<file path="src/rtl/reg_stack_ptr.sv">
// Clocked stack-pointer register: load/inc/dec with wrap flag, bus drivers for SB/ADL/ADH,
// and a self-running post-reset sequence of dummy decrements.
module reg_stack_ptr #(
    parameter int unsigned      WIDTH       = 8,
    parameter logic [WIDTH-1:0] RESET_VALUE = '0,
    parameter int unsigned      RESET_DECS  = 3,
    parameter logic [7:0]       STACK_PAGE  = 8'h01
) (
    input  logic             CLK,
    input  logic             RES_N,
    input  logic             SB_LOAD,
    input  logic             DEC,
    input  logic             INC,
    input  logic [WIDTH-1:0] SB_DATA,
    input  logic             SB_BUS_ENABLE,
    input  logic             ADL_BUS_ENABLE,
    output logic [WIDTH-1:0] SB_OUT,
    output logic [WIDTH-1:0] ADL_OUT,
    output logic [7:0]       ADH_OUT,
    output logic [WIDTH-1:0] SP,
    output logic             WRAP,
    output logic             BUSY
);

    typedef enum logic [0:0] {
        ST_IDLE = 1'b0,
        ST_SEQ  = 1'b1
    } state_t;

    localparam state_t           RESET_STATE = (RESET_DECS > 0) ? ST_SEQ : ST_IDLE;
    localparam logic [7:0]       LAST_COUNT  = 8'(RESET_DECS - 1);
    localparam logic [WIDTH-1:0] ZERO        = '0;
    localparam logic [WIDTH-1:0] ALL_ONES    = '1;
    localparam logic [WIDTH-1:0] ONE         = {{(WIDTH-1){1'b0}}, 1'b1};

    state_t           state_r;
    state_t           state_s;
    logic [7:0]       count_r;
    logic [7:0]       count_s;
    logic [WIDTH-1:0] sp_r;
    logic [WIDTH-1:0] sp_s;
    logic             wrap_r;
    logic             wrap_s;

    // State, pointer, sequence counter and wrap flag registers.
    always_ff @(posedge CLK or negedge RES_N) begin
        if (!RES_N) begin
            state_r <= RESET_STATE;
            count_r <= 8'd0;
            sp_r    <= RESET_VALUE;
            wrap_r  <= 1'b0;
        end else begin
            state_r <= state_s;
            count_r <= count_s;
            sp_r    <= sp_s;
            wrap_r  <= wrap_s;
        end
    end

    // Next-state and datapath: the reset sequence overrides every command.
    always_comb begin
        state_s = state_r;
        count_s = count_r;
        sp_s    = sp_r;
        wrap_s  = 1'b0;
        case (state_r)
            ST_SEQ: begin
                sp_s    = sp_r - ONE;
                wrap_s  = (sp_r == ZERO);
                count_s = count_r + 8'd1;
                if (count_r == LAST_COUNT) begin
                    state_s = ST_IDLE;
                end else begin
                    state_s = ST_SEQ;
                end
            end
            ST_IDLE: begin
                if (SB_LOAD) begin
                    sp_s = SB_DATA;
                end else if (DEC) begin
                    sp_s   = sp_r - ONE;
                    wrap_s = (sp_r == ZERO);
                end else if (INC) begin
                    sp_s   = sp_r + ONE;
                    wrap_s = (sp_r == ALL_ONES);
                end else begin
                    sp_s = sp_r;
                end
            end
            default: begin
                state_s = ST_IDLE;
            end
        endcase
    end

    // Bus drivers stay combinational so an enable takes effect in the same cycle.
    assign SB_OUT  = SB_BUS_ENABLE  ? sp_r       : ZERO;
    assign ADL_OUT = ADL_BUS_ENABLE ? sp_r       : ZERO;
    assign ADH_OUT = ADL_BUS_ENABLE ? STACK_PAGE : 8'h00;
    assign SP      = sp_r;
    assign WRAP    = wrap_r;
    assign BUSY    = (state_r == ST_SEQ);

endmodule

</file>
<file path="config.mk">
export PLATFORM = sky130hd
export DESIGN_NAME = reg_stack_ptr
export DESIGN_NICKNAME = d
export VERILOG_FILES = /design/src/rtl/reg_stack_ptr.sv
export SDC_FILE = /design/constraint.sdc
export NUM_CORES = 1
export LEC_CHECK = 0
export ABC_AREA = 1
export CORE_UTILIZATION = 46
export DETAILED_ROUTE_END_ITERATION = 6
export PLACE_DENSITY = 0.86
export SLEW_MARGIN = 20
export SYNTH_ARGS = -nofsm -noshare
export SYNTH_HDL_FRONTEND = slang
export SYNTH_SLANG_ARGS = --single-unit
</file>
<file path="constraint.sdc">
create_clock -name CLK -period 2.3 [get_ports CLK]
set_clock_uncertainty 0.2 [all_clocks]
set_input_delay 0.345 -clock CLK [delete_from_list [all_inputs] [get_ports CLK]]
set_output_delay 0.345 -clock CLK [all_outputs]
set_load 0.01 [all_outputs]
</file>
==> impl_metrics.toml, run 1 <==
[run_status]
run_status = "complete, no violations"

[placement]
numPortBuffers = 41
dp.final_hpwl_um = 2600
finalWeightedCongestion = 0.915

[routing]
firstDrtPassIters = 5
routed_via_density = 4.74
drcViolationCount = 0
detail_route.iter0.violations = 62
vias = 1442
sum_of_routed_wire_length_over_all_layers_um = 3390
final_antenna_net_count = 0
wire_per_inst_um = 11.1

[critical_path]
startpoint_type = "primary input"
reg2regPathDepth = 9
most_frequent_cell_on_critical_path = "sky130_fd_sc_hd__clkdlybuf4s50_1"
critical-path-max-stage-delay_ns = 0.63
timing_worst_setup_path_type = "in -> out"
critical_path_peak_fanout = 9
required_time_at_the_worst_slack_endpoint_ns = 1.75
worst_path_max_delay_cell = "sky130_fd_sc_hd__clkdlybuf4s50_1"
cp-startpoint = "ADL_BUS_ENABLE"
worst-endpoint-arrival_ns = 1.67
worstPathCellList = "clkdlybuf4s50_1, nand2_1, inv_1, clkdlybuf4s50_1"
capturing_element_type_of_the_critical_path = "primary output"
worstReg2RegStart = "SP[0]$_DFFE_PN0P_"

[synthesis]
synth-edff-count = 0
synth-async-reset-ratio_pct = 100
synth_cells = 223
ys_ff_latch = 18
ys.warnings.count = 0
synth_cell_type_count = 33
synth_sequential_area_ratio_pct = 30.2
syn-cell-area_mm2 = 0.00149
leading_register_cell_type_out_of_synthesis = "sky130_fd_sc_hd__dfrtp_1"
syn_avg_cell_area_um2 = 6.70

[power_and_ir_drop]
seqPwrFrac_pct = 41.4
max-vdd-ir-drop_mv = 0.335
switching_share_pct = 36.0
power.clock.fraction_pct = 20.9
power_per_cell_area_mw_per_mm2 = 494
power.internal_mw = 0.609
power_switching_mw = 0.343
power_frac_comb_pct = 37.7
post-layout-total-power_mw = 0.952
leakage_power_nw = 1.04

[timing]
setup_viol = 0
setup_repair_after_global_routing_missed_its_margin = "no"
hold_violations = 0
period_minus_slack_ns = 2.21
fmaxAchievable_ghz = 0.452
drv_slew = 0
totalNegativeSetupSlack_ns = 0
period_share_pct = 96.2

[floorplan]
start_util_pct = 48.5
dieArea_mm2 = 0.00348
rows = 20
core_area_mm2 = 0.00308
die-height_um = 59.0
ios = 49
die-width_um = 59.0

[finish]
mostFrequentLayoutCells = "sky130_fd_sc_hd__nand2_1 (54), sky130_fd_sc_hd__inv_1 (42), sky130_fd_sc_hd__clkdlybuf4s50_1 (41)"
areaGrowthSynthToFinish_pct = 28.9
final.fill_count = 279
drive_gt1_share_pct = 6.15
mostFrequentLayoutCell = "sky130_fd_sc_hd__nand2_1"
finalNetCount = 281
diodes = 0

[clock_tree]
cts_setup_buffers = 0
tritoncts = "built"
worstSkewPairLatency_ns = 0.30
cts_max_path_buffers = 2
clkSinkCount = 18
post_cts.resized_instances = 0
clock_transition_at_path_regs_ns = 0.10
htreeDepth = 1
post_cts_hold_buffer_count = 0
cts_buffers = 3
cts.root.buffer_cell = "sky130_fd_sc_hd__clkbuf_4"

[flow_run]
max_cap_viol_count = 0

[global_route]
grt_pass1_wl_um = 5600
overflow = 0
met2_usage_pct = 32.8
grt-busiest-layer = "met2"
first_global_vias = 1261
antenna_violations_before_repair = 0
met1_routing_resource_usage_after_global_routing_pct = 28.9
maximum_number_of_pins_on_one_net_before_global_route_repair = 19
globalRouteMet3Util_pct = 3.93
global_route.usage.total_pct = 20.8

[hold_path]
hold_path.class = "in -> async"
[logic make-up (layout without fill, tap and decap cells)]
logic type	Yosys count	after routing	synth area share (%)
AO/OA/AOI/OAI	25	25	9.55
XOR/XNOR	9	9	5.28
adder cells (fa/ha/maj)	5	5	4.19
buffers and inverters	61	92	19.0
flip-flops	18	18	30.2
other	1	7	0.251
AND/OR/NAND/NOR	104	104	31.5
[worst max-delay path: cells and delay by family]
kind	cells	cell delay (ns)
simple gates	1	0.10
buf+inv	3	1.22
[state kept, by name, summed over array words and instances (netlist names)]
register and flops:
BUSY 1, count_r 8, WRAP 1, SP 8
[Yosys cell counts (2+ instances only)]
cell / n / area share, %
sky130_fd_sc_hd__a21oi_1: 4 / 1.3
sky130_fd_sc_hd__a31oi_1: 2 / 0.84
sky130_fd_sc_hd__buf_2: 2 / 0.67
sky130_fd_sc_hd__buf_4: 8 / 4.0
sky130_fd_sc_hd__buf_6: 2 / 1.5
sky130_fd_sc_hd__clkbuf_1: 4 / 1.0
sky130_fd_sc_hd__dfrtp_1: 17 / 28
sky130_fd_sc_hd__ha_1: 5 / 4.2
sky130_fd_sc_hd__inv_1: 42 / 11
sky130_fd_sc_hd__inv_2: 2 / 0.50
sky130_fd_sc_hd__nand2_1: 54 / 14
sky130_fd_sc_hd__nand2_2: 2 / 0.84
sky130_fd_sc_hd__nand3_1: 20 / 6.7
sky130_fd_sc_hd__nand3b_1: 2 / 1.0
sky130_fd_sc_hd__nand4_1: 4 / 1.7
sky130_fd_sc_hd__nor2_1: 17 / 4.3
sky130_fd_sc_hd__o21ai_0: 10 / 3.4
sky130_fd_sc_hd__o21ai_1: 4 / 1.3
sky130_fd_sc_hd__xnor2_1: 3 / 1.8
sky130_fd_sc_hd__xor2_1: 6 / 3.5
[routing by layer]
layer | part of all wire (%) | up-vias
li1 | - | 749
met3 | 4.7 | 2
met4 | 0.80 | 0
met1 | 46 | 652
met5 | 0 | -
met2 | 48 | 39
[area by class of cell]
type	count	area (µm²)	area share, %
flip-flops and latches	18	452	23.5
clock buffers	4	36.3	1.88
inverters	45	176	9.16
well taps	44	55.1	2.86
repair buffers	43	425	22.1
multi-input cells	150	781	40.5
[power by group through the flow]
| stage | sequential, mW | combinational, mW | clock [mW] |
|---|---|---|---|
| global route | 0.400 | 0.400 | 0.212 |
| finish | 0.394 | 0.359 | 0.199 |
| global placement | 0.399 | 0.353 | 0 |
| floorplan | 0.377 | 0.220 | 0 |
| detailed placement | 0.400 | 0.357 | 0 |
| CTS | 0.394 | 0.359 | 0.202 |
[metrics by stage]
step	area [µm²]	std cells	setup slack, ns	hold WS [ns]	util [%]
after floorplan	1520	229	0.648	-0.151	-
after global placement	1890	300	0.110	0.260	61.4
after detailed placement	1890	300	0.0831	0.290	61.4
after CTS	1930	304	0.0822	0.163	62.6
after global routing	1930	304	0.00778	0.172	62.6
final	1930	304	0.0880	0.161	62.6
[final timing paths]
path                       slack (ns)                endpoint
max                              0.09              ADL_OUT[6]
min                              0.16  count_r[1]$_DFFE_PN0P_
max reg2reg                      0.52       SP[4]$_DFFE_PN0P_
min reg2reg                      0.30  count_r[7]$_DFFE_PN0P_
max in group asynchronous        1.48          BUSY$_DFF_PN1_
min in group CLK                 0.30  count_r[7]$_DFFE_PN0P_
No activity file was read; power rests on OpenSTA's default activity.
==> inputs of run 2 (changes only) <==
--- a/config.mk
+++ b/config.mk
@@ -8,8 +8,11 @@
 export ABC_AREA = 1
 export CORE_UTILIZATION = 46
 export DETAILED_ROUTE_END_ITERATION = 6
+export GPL_TIMING_DRIVEN = 0
 export PLACE_DENSITY = 0.86
+export RECOVER_POWER = 25
 export SLEW_MARGIN = 20
 export SYNTH_ARGS = -nofsm -noshare
 export SYNTH_HDL_FRONTEND = slang
 export SYNTH_SLANG_ARGS = --single-unit
+export TNS_END_PERCENT = 10
==> run 2 against run 1 <==
  * Largest cell class unchanged
  * Sequential power shrank 6.9%
  * Setup slack gained 0.014 ns
  * Count of clock-buffer cells in the layout is the same
==> impl_metrics.toml, run 2 (synthesized netlist as in run 1, its figures left out) <==
[run_status]
run_status = "complete, no violations"

[clock_tree]
worstSkewPairLatency_ns = 0.30
cts_buffers = 3
post_cts.resized_instances = 0
tritoncts = "built"
clkSinkCount = 18
cts_max_path_buffers = 2
cts.root.buffer_cell = "sky130_fd_sc_hd__clkbuf_4"
cts_setup_buffers = 0
post_cts_hold_buffer_count = 0
clock_transition_at_path_regs_ns = 0.11
htreeDepth = 1

[floorplan]
die-height_um = 59.0
die-width_um = 59.0
rows = 20
ios = 49
core_area_mm2 = 0.00308
dieArea_mm2 = 0.00348
start_util_pct = 48.5

[finish]
post-route-cell-area_mm2 = 0.00199
mostFrequentLayoutCells = "sky130_fd_sc_hd__nand2_1 (54), sky130_fd_sc_hd__inv_1 (42), sky130_fd_sc_hd__clkdlybuf4s50_1 (38)"
areaGrowthSynthToFinish_pct = 33.2
mostFrequentLayoutCell = "sky130_fd_sc_hd__nand2_1"
drive_gt1_share_pct = 8.82
layout.cells.non_filler = 316
diodes = 0
final.fill_count = 274
finalNetCount = 293

[global_route]
overflow = 0
global_route.usage.total_pct = 20.9
grt_pass1_wl_um = 5580
maximum_number_of_pins_on_one_net_before_global_route_repair = 19
first_global_vias = 1292
antenna_violations_before_repair = 0

[power_and_ir_drop]
power.internal_mw = 0.621
power_frac_comb_pct = 41.6
seqPwrFrac_pct = 37.9
leakage_power_nw = 1.09
max-vdd-ir-drop_mv = 0.418
post-layout-total-power_mw = 0.969
power_switching_mw = 0.348
switching_share_pct = 35.9
power_per_cell_area_mw_per_mm2 = 487
power.clock.fraction_pct = 20.6

[hold_path]
hold_path.class = "reg -> reg"
worstHoldPathCells = 1

[timing]
period_share_pct = 95.6
actual_transition_at_the_worst_max_transition_pin_ns = 0.805
drv_slew = 0
setup_viol = 0
final_critical_path_setup_slack_ns = 0.102
hold_violations = 0
totalNegativeSetupSlack_ns = 0
setup_repair_after_global_routing_missed_its_margin = "no"
slew_headroom_pct = 46.2
fmaxAchievable_ghz = 0.455
period_minus_slack_ns = 2.20

[placement]
dp.final_hpwl_um = 2680
finalWeightedCongestion = 0.960
place_inst = 312
placed_cell_area_mm2 = 0.00196
numPortBuffers = 39
place_ws_ns = 0.243

[critical_path]
startpoint_type = "register"
worstPathCellList = "clkbuf_1, nand2_1, inv_1, clkdlybuf4s50_1"
capturing_element_type_of_the_critical_path = "primary output"
worst-endpoint-arrival_ns = 1.65
critical_path_peak_fanout = 9
worst_path_max_delay_cell = "sky130_fd_sc_hd__clkdlybuf4s50_1"
timing_worst_setup_path_type = "reg -> out"
reg2regPathDepth = 11
required_time_at_the_worst_slack_endpoint_ns = 1.75
critical-path-max-stage-delay_ns = 0.53

[routing]
sum_of_routed_wire_length_over_all_layers_um = 3380
vias = 1515
wire_per_inst_um = 10.7
routed_via_density = 4.79
firstDrtPassIters = 4
final_antenna_net_count = 0
detail_route.iter0.violations = 70
drcViolationCount = 0

[flow_run]
max_cap_viol_count = 0
run 2: cell types whose count changed in the layout (fill, tap and decap cells not counted):
cell | before | now
sky130_fd_sc_hd__buf_4 | 2 | 8
sky130_fd_sc_hd__clkbuf_1 | 0 | 5
sky130_fd_sc_hd__clkdlybuf4s50_1 | 41 | 38
sky130_fd_sc_hd__buf_2 | 0 | 2
sky130_fd_sc_hd__buf_6 | 0 | 1
sky130_fd_sc_hd__dfstp_1 | 0 | 1
sky130_fd_sc_hd__dfstp_2 | 1 | 0
sky130_fd_sc_hd__dlygate4sd3_1 | 0 | 1
run 2: stage by stage:
step | hold slack [ns] | util, %
after global placement | 0.261 | 63.7
after CTS | 0.285 | 64.9
after global routing | 0.315 | 64.7
after detailed placement | 0.270 | 63.7
after floorplan | -0.151 | -
final | 0.277 | 64.7
run 2: metal layers:
layer	vias to the layer above	track usage, %	wire length [µm]
li1	774	-	-
met1	685	28.9	1470
met2	49	33.4	1660
met3	7	3.49	204
met4	0	6.46	45
met5	-	0	0
run 2: worst max-delay path, delay by kind of cell (launching register included):
kind | cells | cell delay (ns)
buffers and inverters | 3 | 0.91
DFF | 1 | 0.35
and+or+nand+nor | 1 | 0.09
run 2: path summary, 6_finish.rpt:
path | slack, ns | startpoint | to
hold reg to reg | 0.28 | count_r[7]$_DFFE_PN0P_ | count_r[7]$_DFFE_PN0P_
setup reg to reg | 0.21 | BUSY$_DFF_PN1_ | SP[2]$_DFFE_PN0P_
min in group asynchronous | 0.36 | RES_N | count_r[3]$_DFFE_PN0P_
max in group asynchronous | 1.03 | RES_N | SP[3]$_DFFE_PN0P_
setup / recovery | 0.10 | SP[6]$_DFFE_PN0P_ | SB_OUT[6]
hold / removal | 0.28 | count_r[7]$_DFFE_PN0P_ | count_r[7]$_DFFE_PN0P_
run 2: cell type report:
type | instances | area [µm²] | share of cell area (%)
multi-input combinational | 150 | 781 | 39.2
inverter | 45 | 176 | 8.86
tap | 44 | 55.1 | 2.77
sequential | 18 | 452 | 22.7
buffer | 16 | 100 | 5.03
clock buffer | 4 | 36.3 | 1.82
timing repair buffer | 39 | 390 | 19.6
run 2: power groups by stage:
stage / Clock [mW] / Combinational [mW] / Sequential, mW
floorplan: 0 / 0.220 / 0.377
global placement: 0 / 0.393 / 0.372
detailed placement: 0 / 0.401 / 0.374
CTS: 0.206 / 0.402 / 0.367
global route: 0.215 / 0.449 / 0.371
finish: 0.199 / 0.403 / 0.367
